**src/rtl/key_event.sv**
```systemverilog
// key_event: turns the debounced active-low key level into press/release/click/long/repeat strobes
module key_event #(
   parameter logic [31:0] LONG_CYCLES   = 32'd25_000_000,
   parameter logic [31:0] REPEAT_CYCLES = 32'd5_000_000,
   parameter bit          REPEAT_EN     = 1'b1
) (
   input  logic clk,
   input  logic rst,
   input  logic key_level,
   output logic press_pulse,
   output logic release_pulse,
   output logic click_pulse,
   output logic long_pulse,
   output logic repeat_pulse,
   output logic held
);
   typedef enum logic [1:0] {IDLE, PRESSED, LONG} state_t;
   state_t      state;
   logic [31:0] cnt;
   logic        prev;
   logic        fall, rise;
   assign fall = prev & ~key_level;
   assign rise = ~prev & key_level;
   // Edge tracking, hold-time state machine and registered one-cycle strobes
   always_ff @(posedge clk) begin
      if (rst) begin
         state         <= IDLE;
         cnt           <= '0;
         prev          <= 1'b0;
         press_pulse   <= 1'b0;
         release_pulse <= 1'b0;
         click_pulse   <= 1'b0;
         long_pulse    <= 1'b0;
         repeat_pulse  <= 1'b0;
         held          <= 1'b0;
      end else begin
         prev          <= key_level;
         press_pulse   <= 1'b0;
         release_pulse <= 1'b0;
         click_pulse   <= 1'b0;
         long_pulse    <= 1'b0;
         repeat_pulse  <= 1'b0;
         case (state)
            IDLE: begin
               if (fall) begin
                  state       <= PRESSED;
                  cnt         <= '0;
                  press_pulse <= 1'b1;
                  held        <= 1'b1;
               end
            end
            PRESSED: begin
               if (rise) begin
                  state         <= IDLE;
                  release_pulse <= 1'b1;
                  click_pulse   <= 1'b1;
                  held          <= 1'b0;
               end else if (cnt == LONG_CYCLES - 32'd1) begin
                  state      <= LONG;
                  cnt        <= '0;
                  long_pulse <= 1'b1;
               end else begin
                  cnt <= cnt + 32'd1;
               end
            end
            LONG: begin
               if (rise) begin
                  state         <= IDLE;
                  release_pulse <= 1'b1;
                  held          <= 1'b0;
               end else if (REPEAT_EN && cnt == REPEAT_CYCLES - 32'd1) begin
                  cnt          <= '0;
                  repeat_pulse <= 1'b1;
               end else if (cnt != '1) begin
                  cnt <= cnt + 32'd1;
               end
            end
            default: begin
               state <= IDLE;
               held  <= 1'b0;
            end
         endcase
      end
   end
endmodule

```
**config.mk**
```make
export PLATFORM = sky130hd
export DESIGN_NAME = key_event
export DESIGN_NICKNAME = d
export VERILOG_FILES = /design/src/rtl/key_event.sv
export SDC_FILE = /design/constraint.sdc
export NUM_CORES = 1
export LEC_CHECK = 0
export BUFFER_PORTS_ARGS = -buffer_cell sky130_fd_sc_hd__buf_2
export CORE_ASPECT_RATIO = 0.9
export CORE_MARGIN = 2
export CORE_UTILIZATION = 55
export DETAILED_ROUTE_END_ITERATION = 16
export GPL_TIMING_DRIVEN = 1
export PLACE_DENSITY_LB_ADDON = 0.2
export SLEW_MARGIN = 25
export SYNTH_ARGS = -nofsm -noshare
export SYNTH_HDL_FRONTEND = slang
export SYNTH_SLANG_ARGS = --single-unit
export TNS_END_PERCENT = 100
```
**constraint.sdc**
```tcl
create_clock -name clk -period 3.2 [get_ports clk]
set_clock_uncertainty 0.2 [all_clocks]
set_input_delay 0.64 -clock clk [delete_from_list [all_inputs] [get_ports clk]]
set_output_delay 0.64 -clock clk [all_outputs]
set_load 0.1 [all_outputs]
```
==> reports/summary.md <==
sky130_fd_sc_hd__dfxtp_1 is the most common cell in the netlist. After synthesis, the most frequently instantiated cells are sky130_fd_sc_hd__dfxtp_1 (41), sky130_fd_sc_hd__nor2_1 (23), sky130_fd_sc_hd__nand3_1 (17). Summed over all layers, the routed wires come to 5.27 mm. Register area: 821 µm². Of the post-synthesis cell area, the dominant cell type holds 35.9%.

The average wire length per cell after detail routing was 16.0 µm. In the final design database the tool counted 288 nets. The logs give 0.400 ns for the pre-CTS setup slack and 329 for the number of standard cells in the layout, taps in and fillers out.

The tree is rooted in a sky130_fd_sc_hd__clkbuf_8. The worst endpoint data arrival time was 2.83 ns. The logs give 22 for the row count and 0 for the number of antenna violations at the first check in global routing.

Routability-driven placement finished with a final weighted congestion of 0.810. The length in cells of the worst reg-to-reg path came out at 7. Setup repair after global routing left no endpoint under its margin. TritonCTS created 5 clock buffers. The mapped netlist covers 2280 µm². The worst register-to-register path has a setup slack of 0.37 ns. The tools report the number of global-route vias before repair as 1931. In this run the count of I/O pins placed on the die edge is 9.

The setup TNS is 0 ns, and the final-report hold violation count is 0. In this run the power spent charging and discharging nets is 0.281 mW. The run gives 4680 µm² as the die outline area. Compared with the post-synthesis result, the final layout area differs by 8.00%. The Yosys step of the flow raised 0 warnings. The shortest period the worst path allows was 2.83 ns.

For this run, asynchronously set or reset flops after synthesis account for 0%. The final critical-path share of the clock period is 88.5%. Sorting the synthesized cells by area gives the leading types as sky130_fd_sc_hd__dfxtp_1 (36%), sky130_fd_sc_hd__a22o_1 (4.6%), sky130_fd_sc_hd__nand4_1 (4.1%), sky130_fd_sc_hd__nor2_1 (3.8%), sky130_fd_sc_hd__nand3_1 (3.7%). The logs give 187 for the DRC marker count from the first detailed-route iteration and 3.72 mm for the post-DP HPWL.

The first detailed-routing pass ran for 5 iterations. The global routing usage summed across all routing layers came out at 24.9%. After global routing the overflow that remains totals 0.

The cell count after synthesis was 272. After detailed routing, the number of remaining DRC violations is 0. The critical-path maximum fanout was 15; the clock transition at the registers of the reported paths was 0.08 ns. Of the total power, combinational logic draws 13.4%. The run gives 49.9% as the sequential group share of total power. The logs give 0 for the post-CTS resize count and 0.761 mW for the internal power. Timing would allow up to 0.353 GHz. Critical path class: register to register.

The run gives 9.04 mm as the first-pass GRT wire length. The synthesized design spends more area on one cell type than any other, namely sky130_fd_sc_hd__dfxtp_1. From left edge to right edge, the die measures 71.9 µm. Averaged over all synthesized cells, the footprint is 8.40 µm². For the number of diodes added for antenna fixing, the log shows 0. Headroom to the max-slew limit came out at 65.3%. The net count after synthesis is 280, and the via density per instance is 6.42. The die is 65.1 µm tall. After detailed placement, the design holds a cell count of 321.

The critical path launch point type was a register. The tightest min-delay check is of the register to register type. The standby leakage power was 0.878 nW. The logs give 0 for the number of pins with negative max-slew slack in the final report and 0 for the setup violation total in the final timing report. For the worst-skew pair, the clock arrives at the later sink with an insertion delay of 0.30 ns. At the pin with the least slew margin, the transition time is 0.515 ns. Max-cap violations in this run came to 0. For the maximum vdd ir drop, the log shows 0.000287 V. Synthesis instantiated 49 different standard cells from the library. The fill cell total of the finished layout was 359.

Of the cells placed in the final design, the portion with a size suffix greater than 1 is 11.4%. For the least setup slack across all paths after layout, the log shows 0.367 ns. The run finished with clean final reports. Per report_power, the clock group accounts for 36.7% of the total. Total power for the finished layout comes to 1.04 mW.

The tools report the number of antenna-violating nets in the routed design as 0. In the final layout, the multi-input gates occupy 1350 µm². Among all flip-flop cells after synthesis, the most frequent one is sky130_fd_sc_hd__dfxtp_1. Hold repair after CTS inserted 0 buffers. For this design the ratio of total power to cell area is 422 nW/µm². Counting along the longest clock path gives a buffer depth of 2.

The number of setup buffers added after CTS is 0. In this run the standard cell core region covers 4050 µm². STA classifies the critical path endpoint as a register. The number of levels in the clock H-tree is 2. Yosys mapped a number of flops with a built-in enable equal to 0. The tools report the critical path data required time as 3.20 ns. Sequential elements use 35.9% of the synthesized area. The tree built by TritonCTS fans out to 41 sinks. In this run, synthesis produced a sequential element count of 41.

The starting density of the core was 56.4%. Entering global routing, the biggest net connects 22 pins. Count of input and output buffers: 8. The number of cells on the worst hold path was 2. TritonCTS built the clock tree.

The number of vias in the routed layout was 2113; the switching share of power was 27.0%.
==> stage by stage <==
stage	hold WS, ns	utilization, %	area [µm²]
after global routing	0.329	60.9	2470
after CTS	0.292	60.9	2470
after floorplan	0.265	-	2280
after global placement	0.264	58.4	2360
final	0.290	60.9	2470
after detailed placement	0.280	58.4	2360
==> final timing paths <==
path	to	from
worst max-delay path	cnt[27]	cnt[16]
worst min-delay path	held	held
worst max register to register	cnt[27]	cnt[16]
worst min register to register	held	held
==> power by group through the flow <==
stage	combinational [mW]	sequential [mW]	clock, mW
final	0.139	0.520	0.383
after global routing	0.153	0.521	0.409
after CTS	0.139	0.520	0.384
after detailed placement	0.138	0.532	0
after global placement	0.136	0.532	0
after floorplan	0.0913	0.549	0
==> final cells by class <==
cell class	instances	share of cell area, %
clock inverters	1	0.203
flip-flops and latches	41	33.3
multi-input cells	206	54.9
well taps	48	2.44
clock buffers	7	3.91
repair buffers	14	3.45
inverters	12	1.83
==> metal layers <==
metal | global-route usage [%] | vias up | part of all wire, %
met1 | 34.1 | 1006 | 49
met5 | 0 | - | 0
met4 | 10.4 | 0 | 1.5
met3 | 5.37 | 6 | 3.8
li1 | - | 1061 | -
met2 | 38.0 | 40 | 46
==> registers in the layout, indices dropped and copies added (netlist names) <==
name	cells
cnt	32
state	2
click_pulse	1
held	1
long_pulse	1
press_pulse	1
prev	1
release_pulse	1
repeat_pulse	1
==> placed cells by master, fill, tap and decap left out, types with 2 or more instances in the layout <==
master / count
sky130_fd_sc_hd__a22oi_1: 5
sky130_fd_sc_hd__nor2_1: 23
sky130_fd_sc_hd__inv_1: 12
sky130_fd_sc_hd__nor2b_1: 2
sky130_fd_sc_hd__nand3_1: 17
sky130_fd_sc_hd__nor4b_1: 3
sky130_fd_sc_hd__buf_2: 8
sky130_fd_sc_hd__or2_2: 2
sky130_fd_sc_hd__o31ai_1: 4
sky130_fd_sc_hd__or3_1: 5
sky130_fd_sc_hd__nand2b_1: 6
sky130_fd_sc_hd__o41ai_1: 3
sky130_fd_sc_hd__buf_4: 6
sky130_fd_sc_hd__a21o_1: 11
sky130_fd_sc_hd__o22ai_1: 6
sky130_fd_sc_hd__ha_1: 5
sky130_fd_sc_hd__and3_1: 4
sky130_fd_sc_hd__a211oi_1: 8
sky130_fd_sc_hd__nand2_1: 13
sky130_fd_sc_hd__a21oi_1: 8
sky130_fd_sc_hd__nand4_1: 15
sky130_fd_sc_hd__and2_1: 5
sky130_fd_sc_hd__nor3_1: 3
sky130_fd_sc_hd__dfxtp_1: 41
sky130_fd_sc_hd__nor4_1: 6
sky130_fd_sc_hd__or4_1: 4
sky130_fd_sc_hd__o21ai_0: 14
sky130_fd_sc_hd__a22o_1: 12
sky130_fd_sc_hd__nor3b_1: 3
sky130_fd_sc_hd__clkbuf_8: 7
==> logic make-up after synthesis <==
family                   Yosys count  share of synthesized area [%]
AND/OR/NAND/NOR                  118                           28.9
AO/OA/AOI/OAI                     82                           27.1
flip-flops                        41                           35.9
buffers and inverters             25                           4.93
adder cells (fa/ha/maj)            5                           2.74
multiplexers                       1                          0.438
==> worst max-delay path: stages (launching register included) <==
cell and delay [ns]:
sky130_fd_sc_hd__dfxtp_1 0.37, sky130_fd_sc_hd__or4_1 0.52, sky130_fd_sc_hd__or4_4 0.46, sky130_fd_sc_hd__a32oi_4 0.37, sky130_fd_sc_hd__a21oi_4 0.18, sky130_fd_sc_hd__buf_4 0.24
sky130_fd_sc_hd__a21o_1 0.16, sky130_fd_sc_hd__a22o_1 0.22
Note: power is estimated with default switching activity, not from simulation.
